`config.mk`:
```
export PLATFORM = sky130hd
export DESIGN_NAME = multicycle_control_unit
export DESIGN_NICKNAME = d
export VERILOG_FILES = /design/src/rtl/mcu_pkg.sv /design/src/rtl/mcu_op_decode.sv /design/src/rtl/multicycle_control_unit.sv
export SDC_FILE = /design/constraint.sdc
export NUM_CORES = 1
export LEC_CHECK = 0
export BUFFER_PORTS_ARGS = -buffer_cell sky130_fd_sc_hd__buf_2
export CORE_MARGIN = 2
export CORE_UTILIZATION = 35
export CTS_CLUSTER_DIAMETER = 100
export DETAILED_ROUTE_END_ITERATION = 16
export SLEW_MARGIN = 20
export SYNTH_ARGS = -nofsm -noshare
export SYNTH_HDL_FRONTEND = slang
export SYNTH_SLANG_ARGS = --single-unit
```
`constraint.sdc`:
```
create_clock -name clk -period 2.5 [get_ports clk]
set_input_delay 0.5 -clock clk [delete_from_list [all_inputs] [get_ports clk]]
set_output_delay 0.5 -clock clk [all_outputs]
set_load 0.01 [all_outputs]
```
`src/rtl/mcu_pkg.sv`:
```
// Shared encodings for the multicycle MIPS control unit: states, ALU/mux select codes, default opcodes.
package mcu_pkg;

  typedef enum logic [3:0] {
    S_IDLE     = 4'd0,
    S_FETCH    = 4'd1,
    S_DECODE   = 4'd2,
    S_EXEC_R   = 4'd3,
    S_WB_R     = 4'd4,
    S_MEM_ADDR = 4'd5,
    S_MEM_RD   = 4'd6,
    S_WB_MEM   = 4'd7,
    S_MEM_WR   = 4'd8,
    S_EXEC_I   = 4'd9,
    S_WB_I     = 4'd10,
    S_BRANCH   = 4'd11,
    S_JUMP     = 4'd12,
    S_TRAP     = 4'd13
  } state_t;

  localparam logic [1:0] ALUOP_ADD   = 2'd0;
  localparam logic [1:0] ALUOP_SUB   = 2'd1;
  localparam logic [1:0] ALUOP_FUNCT = 2'd2;

  localparam logic [1:0] SRCB_B       = 2'd0;
  localparam logic [1:0] SRCB_FOUR    = 2'd1;
  localparam logic [1:0] SRCB_IMM     = 2'd2;
  localparam logic [1:0] SRCB_IMM_SH2 = 2'd3;

  localparam logic [1:0] PCSRC_ALU    = 2'd0;
  localparam logic [1:0] PCSRC_ALUOUT = 2'd1;
  localparam logic [1:0] PCSRC_JUMP   = 2'd2;

  localparam logic [5:0] OPC_RTYPE = 6'h00;
  localparam logic [5:0] OPC_LW    = 6'h23;
  localparam logic [5:0] OPC_SW    = 6'h2B;
  localparam logic [5:0] OPC_BEQ   = 6'h04;
  localparam logic [5:0] OPC_BNE   = 6'h05;
  localparam logic [5:0] OPC_ADDI  = 6'h08;
  localparam logic [5:0] OPC_J     = 6'h02;

endpackage

```
`src/rtl/mcu_op_decode.sv`:
```
// Combinational opcode classifier; anything not matching a known opcode is flagged illegal.
module mcu_op_decode
  import mcu_pkg::*;
#(
  parameter int              OP_W     = 6,
  parameter logic [OP_W-1:0] OP_RTYPE = OPC_RTYPE,
  parameter logic [OP_W-1:0] OP_LW    = OPC_LW,
  parameter logic [OP_W-1:0] OP_SW    = OPC_SW,
  parameter logic [OP_W-1:0] OP_BEQ   = OPC_BEQ,
  parameter logic [OP_W-1:0] OP_BNE   = OPC_BNE,
  parameter logic [OP_W-1:0] OP_ADDI  = OPC_ADDI,
  parameter logic [OP_W-1:0] OP_J     = OPC_J
) (
  input  logic [OP_W-1:0] i_op,
  output logic            o_is_r,
  output logic            o_is_lw,
  output logic            o_is_sw,
  output logic            o_is_beq,
  output logic            o_is_bne,
  output logic            o_is_addi,
  output logic            o_is_j,
  output logic            o_is_illegal
);

  always_comb begin
    o_is_r       = (i_op == OP_RTYPE);
    o_is_lw      = (i_op == OP_LW);
    o_is_sw      = (i_op == OP_SW);
    o_is_beq     = (i_op == OP_BEQ);
    o_is_bne     = (i_op == OP_BNE);
    o_is_addi    = (i_op == OP_ADDI);
    o_is_j       = (i_op == OP_J);
    o_is_illegal = ~(o_is_r | o_is_lw | o_is_sw | o_is_beq | o_is_bne | o_is_addi | o_is_j);
  end

endmodule

```
`src/rtl/multicycle_control_unit.sv`:
```
// Multicycle MIPS main controller FSM with mem_ready wait states.
// Define MCU_ILLEGAL_TRAP_EN to trap unknown opcodes (adds illegal_op port); otherwise they run as a NOP.
module multicycle_control_unit
  import mcu_pkg::*;
#(
  parameter int              OP_W     = 6,
  parameter logic [OP_W-1:0] OP_RTYPE = OPC_RTYPE,
  parameter logic [OP_W-1:0] OP_LW    = OPC_LW,
  parameter logic [OP_W-1:0] OP_SW    = OPC_SW,
  parameter logic [OP_W-1:0] OP_BEQ   = OPC_BEQ,
  parameter logic [OP_W-1:0] OP_BNE   = OPC_BNE,
  parameter logic [OP_W-1:0] OP_ADDI  = OPC_ADDI,
  parameter logic [OP_W-1:0] OP_J     = OPC_J
) (
  input  logic            clk,
  input  logic            reset,
  input  logic [OP_W-1:0] Op,
  input  logic            mem_ready,
  output logic            PCWrite,
  output logic            PCWriteCond,
  output logic            PCWriteCondNe,
  output logic            IorD,
  output logic            MemRead,
  output logic            MemWrite,
  output logic            IRWrite,
  output logic            MemtoReg,
  output logic            RegDst,
  output logic            RegWrite,
  output logic            ALUSrcA,
  output logic [1:0]      ALUSrcB,
  output logic [1:0]      ALUOp,
  output logic [1:0]      PCSource,
  output logic            instr_done,
`ifdef MCU_ILLEGAL_TRAP_EN
  output logic            illegal_op,
`endif
  output logic [3:0]      state_o
);

  state_t r_state;
  logic w_is_r, w_is_lw, w_is_sw, w_is_beq, w_is_bne, w_is_addi, w_is_j, w_is_illegal;

  mcu_op_decode #(
    .OP_W(OP_W), .OP_RTYPE(OP_RTYPE), .OP_LW(OP_LW), .OP_SW(OP_SW),
    .OP_BEQ(OP_BEQ), .OP_BNE(OP_BNE), .OP_ADDI(OP_ADDI), .OP_J(OP_J)
  ) u_op_decode (
    .i_op(Op), .o_is_r(w_is_r), .o_is_lw(w_is_lw), .o_is_sw(w_is_sw),
    .o_is_beq(w_is_beq), .o_is_bne(w_is_bne), .o_is_addi(w_is_addi),
    .o_is_j(w_is_j), .o_is_illegal(w_is_illegal)
  );

  always_ff @(posedge clk) begin
    if (reset) begin
      r_state <= S_IDLE;
    end else begin
      case (r_state)
        S_IDLE:     r_state <= S_FETCH;
        S_FETCH:    if (mem_ready) r_state <= S_DECODE;
        S_DECODE: begin
          if (w_is_illegal)
`ifdef MCU_ILLEGAL_TRAP_EN
            r_state <= S_TRAP;
`else
            r_state <= S_FETCH;
`endif
          else if (w_is_r)              r_state <= S_EXEC_R;
          else if (w_is_lw || w_is_sw)  r_state <= S_MEM_ADDR;
          else if (w_is_addi)           r_state <= S_EXEC_I;
          else if (w_is_beq || w_is_bne) r_state <= S_BRANCH;
          else                          r_state <= S_JUMP;
        end
        S_EXEC_R:   r_state <= S_WB_R;
        S_MEM_ADDR: r_state <= w_is_lw ? S_MEM_RD : S_MEM_WR;
        S_MEM_RD:   if (mem_ready) r_state <= S_WB_MEM;
        S_MEM_WR:   if (mem_ready) r_state <= S_FETCH;
        S_EXEC_I:   r_state <= S_WB_I;
        S_WB_R, S_WB_MEM, S_WB_I, S_BRANCH, S_JUMP: r_state <= S_FETCH;
`ifdef MCU_ILLEGAL_TRAP_EN
        S_TRAP:     r_state <= S_TRAP;
`endif
        default:    r_state <= S_IDLE;
      endcase
    end
  end

  // Mealy terms only on mem_ready in FETCH and MEM_WR; everything else is pure state decode.
  always_comb begin
    PCWrite       = 1'b0;
    PCWriteCond   = 1'b0;
    PCWriteCondNe = 1'b0;
    IorD          = 1'b0;
    MemRead       = 1'b0;
    MemWrite      = 1'b0;
    IRWrite       = 1'b0;
    MemtoReg      = 1'b0;
    RegDst        = 1'b0;
    RegWrite      = 1'b0;
    ALUSrcA       = 1'b0;
    ALUSrcB       = SRCB_B;
    ALUOp         = ALUOP_ADD;
    PCSource      = PCSRC_ALU;
    instr_done    = 1'b0;
`ifdef MCU_ILLEGAL_TRAP_EN
    illegal_op    = 1'b0;
`endif
    case (r_state)
      S_FETCH: begin
        MemRead = 1'b1;
        ALUSrcB = SRCB_FOUR;
        IRWrite = mem_ready;
        PCWrite = mem_ready;
      end
      S_DECODE: begin
        ALUSrcB = SRCB_IMM_SH2;
`ifndef MCU_ILLEGAL_TRAP_EN
        instr_done = w_is_illegal;
`endif
      end
      S_EXEC_R: begin
        ALUSrcA = 1'b1;
        ALUOp   = ALUOP_FUNCT;
      end
      S_WB_R: begin
        RegDst     = 1'b1;
        RegWrite   = 1'b1;
        instr_done = 1'b1;
      end
      S_MEM_ADDR, S_EXEC_I: begin
        ALUSrcA = 1'b1;
        ALUSrcB = SRCB_IMM;
      end
      S_MEM_RD: begin
        MemRead = 1'b1;
        IorD    = 1'b1;
      end
      S_WB_MEM: begin
        MemtoReg   = 1'b1;
        RegWrite   = 1'b1;
        instr_done = 1'b1;
      end
      S_MEM_WR: begin
        MemWrite   = 1'b1;
        IorD       = 1'b1;
        instr_done = mem_ready;
      end
      S_WB_I: begin
        RegWrite   = 1'b1;
        instr_done = 1'b1;
      end
      S_BRANCH: begin
        ALUSrcA       = 1'b1;
        ALUOp         = ALUOP_SUB;
        PCSource      = PCSRC_ALUOUT;
        PCWriteCond   = w_is_beq;
        PCWriteCondNe = w_is_bne;
        instr_done    = 1'b1;
      end
      S_JUMP: begin
        PCWrite    = 1'b1;
        PCSource   = PCSRC_JUMP;
        instr_done = 1'b1;
      end
`ifdef MCU_ILLEGAL_TRAP_EN
      S_TRAP: illegal_op = 1'b1;
`endif
      default: ;
    endcase
  end

  assign state_o = r_state;

endmodule

```
==> out/results.md <==
| Quantity | Value | Unit |
|:---|:---|:---|
| Area post-placement | 858 | um^2 |
| Post-synthesis to final-layout area growth | 24.6 | % |
| FILL cells | 232 | - |
| Worst skew pair latency | 230 | ps |
| Maximum clock frequency | 487 | MHz |
| Clk Tree Root Cell | sky130_fd_sc_hd__clkbuf_4 | - |
| Worst Hold Launch | reset | - |
| Average instance area after synthesis | 6.86 | um^2 |
| Cell with the most instances after synthesis | sky130_fd_sc_hd__nor2_1 | - |
| Maximum number of pins on one net before global-route repair | 22 | - |
| Proportion of synthesized flip-flops having asynchronous set or reset | 0 | % |
| Initial cell density of the core | 36.4 | % |
| Most instantiated flip-flop cell in the synthesis netlist | sky130_fd_sc_hd__dfxtp_1 | - |
| Hold buffer count at cts | 0 | - |
| Final min period | 2050 | ps |
| Hold/Removal Path Class | input port to register | - |
| Ordered list of cells on the worst path | buf_4, nand2b_4, or3_1, nand2_1, buf_2 | - |
| Number of max-cap violations | 0 | - |
| Detailed-router iteration count before antenna repair | 4 | - |
| Die Outline Area | 2400 | um^2 |
| Critical-path maximum fanout | 10 | - |
| Part of the total power dissipated in combinational logic | 46.9 | % |
| Final period utilization | 82.1 | % |
| Hold path cells | 2 | - |
| Multi-input gate area in the final layout | 553 | um^2 |
| Leak | 0.416 | nW |
| Gate count of the mapped netlist | 103 | - |
| Maximum buffer depth of the clock tree | 2 | - |
| Final Skew | 2.34 | ps |
| Post-synth top area cell | sky130_fd_sc_hd__nor2_1 | - |
| Sum of negative setup slack | 0 | ps |
| Via count of the first global-routing pass | 666 | - |
| Worst Hold Path EP | state_o[0] | - |
| Clock slew at reported path FFs | 40 | ps |
| Worst-case reg-to-reg path depth | 5 | - |
| Post-CTS repair timing setup buffer count | 0 | - |
| Highest cell delay on the worst timing path | 490 | ps |
| Cell types with the largest area share after synthesis | sky130_fd_sc_hd__nor2_1 (12%), sky130_fd_sc_hd__dfxtp_1 (11%), sky130_fd_sc_hd__nor3_1 (5.7%) | - |
| Overall routing resource usage | 14.9 | % |
| CP max stage cell | sky130_fd_sc_hd__dfxtp_1 | - |
| Initial detailed-routing violation count | 15 | - |
| Proportion of netlist area held by the largest area contributor | 11.7 | % |
| Critical setup path kind | register to output pin | - |
| Number of hold-slack violations in the final timing report | 0 | - |
| Average detailed-routed wire length per instance | 11.6 | um |
| Net Count, Synth | 112 | - |
| Count of cells resized by post-cts repair | 0 | - |
| # DRC | 0 | - |
| ANT nets after route | 0 | - |
| Transition time at the pin with the least slew margin | 332 | ps |
| Startpoint type of the worst setup path | register | - |
| Relative max-transition margin | 77.5 | % |
| Setup-violating endpoint count in the final report | 0 | - |
| Reg2reg end | state_o[3] | - |
| Internal power consumption | 0.181 | mW |
| Num CTS Buffers | 3 | - |
| Proportion of layout cells with a drive suffix above 1 | 34.9 | % |
| Sequential cell area | 80.1 | um^2 |
| Top Ports | 31 | - |
| Flip-flop and latch count after synthesis | 4 | - |
| Reg2reg setup slack | 680 | ps |
| Largest register FFs | 4 | - |
| Synth warn | 0 | - |
| Antenna violations before repair | 0 | - |
| Core area | 1940 | um^2 |
| Unrepaired setup endpoints after global routing | no | - |
| Power per Cell Area | 332 | nW/um^2 |
| Reg-to-reg critical path startpoint | state_o[1] | - |
| Switching share of total power | 38.2 | % |
| Fin. max-slew vios | 0 | - |
| Via total after detailed routing | 810 | - |
| Worst Path Arrival | 1550 | ps |
| Antenna Cells | 0 | - |
| Post-synth EDFFs | 0 | - |
| Port-buffer cells | 30 | - |
| Post-Syn Area | 707 | um^2 |
| Share of total power in sequential cells | 26.1 | % |
| Standard-cell row count | 16 | - |
| Routed wire length | 1810 | um |
| NumNets Final | 140 | - |
| Most frequent cells after synthesis | sky130_fd_sc_hd__nor2_1 (22), sky130_fd_sc_hd__nor3_1 (8), sky130_fd_sc_hd__a21oi_1 (6), sky130_fd_sc_hd__buf_2 (5) | - |
| TritonCTS clock tree | built | - |
| Sequential cell area fraction in the yosys report | 11.3 | % |
| Worst Setup End Kind | output pin | - |
| Fin area | 881 | um^2 |
| Aggregate global routing overflow | 0 | - |
| Crit path required time | 2000 | ps |
| GPL Wtd Cong | 0.740 | - |
| Clock Sinks | 4 | - |
| Average vias per placed instance | 5.19 | - |
| Count of unique library cells instantiated by Yosys | 43 | - |
| Peak VDD IR | 0.159 | mV |
| Deepest level of the CTS H-tree | 1 | - |
| Detailed Place HPWL | 1440 | um |
| Die Y | 48.9 | um |
| First-pass GRT wire length | 3020 | um |
| Status | finished, final reports clean | - |
| Net switching power | 0.112 | mW |
| Floorplan die width | 48.9 | um |
| Clock share of power | 27.0 | % |
[through the flow]
stage	cells	util (%)	hold WS (ps)	worst slack (ps)	total power, mW
2_1_floorplan	103	-	578	592	0.173
3_3_place_gp	153	44.2	748	489	0.214
3_5_place_dp	153	44.2	752	471	0.216
4_1_cts	156	45.4	518	423	0.294
5_1_grt	156	45.4	535	300	0.313
6_report	156	45.4	518	447	0.293
[final cells by class]
cell class | count | area share, %
clock buffers | 3 | 2.56
inverters | 1 | 0.426
multi-input cells | 86 | 62.8
flip-flops and latches | 4 | 9.09
well taps | 27 | 3.84
repair buffers | 35 | 21.3
[placed cells by master, fill, tap and decap left out, types with 2 or more instances in the layout]
| cell type | n |
|---|---|
| sky130_fd_sc_hd__a211oi_1 | 2 |
| sky130_fd_sc_hd__a21oi_1 | 6 |
| sky130_fd_sc_hd__a31o_2 | 2 |
| sky130_fd_sc_hd__a31oi_1 | 2 |
| sky130_fd_sc_hd__and2b_1 | 2 |
| sky130_fd_sc_hd__buf_2 | 30 |
| sky130_fd_sc_hd__buf_4 | 5 |
| sky130_fd_sc_hd__clkbuf_4 | 3 |
| sky130_fd_sc_hd__dfxtp_1 | 4 |
| sky130_fd_sc_hd__nand2_1 | 3 |
| sky130_fd_sc_hd__nand2b_1 | 3 |
| sky130_fd_sc_hd__nand3b_1 | 3 |
| sky130_fd_sc_hd__nor2_1 | 22 |
| sky130_fd_sc_hd__nor3_1 | 8 |
| sky130_fd_sc_hd__nor4_1 | 2 |
| sky130_fd_sc_hd__nor4b_1 | 2 |
| sky130_fd_sc_hd__o211ai_1 | 2 |
| sky130_fd_sc_hd__o21a_1 | 2 |
| sky130_fd_sc_hd__o21ai_1 | 2 |
| sky130_fd_sc_hd__or3_1 | 2 |
[worst max-delay path by stage]
stage	start	to	slack, ps	cells past startpoint
after CTS	state_o[0]	PCWriteCondNe	420	5
after global routing	state_o[0]	PCWriteCondNe	300	5
after detailed placement	Op[2]	instr_done	470	6
after global placement	Op[1]	instr_done	490	6
final	state_o[1]	ALUSrcB[1]	450	5
after floorplan	state_o[2]	instr_done	590	6
[power groups by stage]
| stage | sequential [mW] | clock, mW | combinational [mW] |
|---|---|---|---|
| after floorplan | 0.0755 | 0 | 0.0976 |
| after global placement | 0.0777 | 0 | 0.136 |
| after detailed placement | 0.0778 | 0 | 0.138 |
| after CTS | 0.0768 | 0.0786 | 0.139 |
| after global routing | 0.0780 | 0.0820 | 0.153 |
| final | 0.0765 | 0.0789 | 0.137 |
[kinds of logic after synthesis]
family	synth area share [%]
flops	11.3
simple gates	44.8
buf+inv	10.4
compound gates	31.0
xor+xnor	2.48
[layer usage]
| layer | vias to the layer above | track usage [%] | wire (um) | part of all wire [%] |
|---|---|---|---|---|
| met2 | 19 | 27.4 | 850 | 47 |
| li1 | 431 | - | - | - |
| met4 | 0 | 0 | 0 | 0 |
| met3 | 0 | 0 | 66 | 3.7 |
| met5 | - | 0 | 0 | 0 |
| met1 | 360 | 20.8 | 890 | 49 |
[critical path, delay by kind of cell (launching register included)]
kind	cells	cell delay, ps
and+or+nand+nor	3	490
buffers and inverters	2	340
DFF	1	490
(Power assumes the default switching activity.)
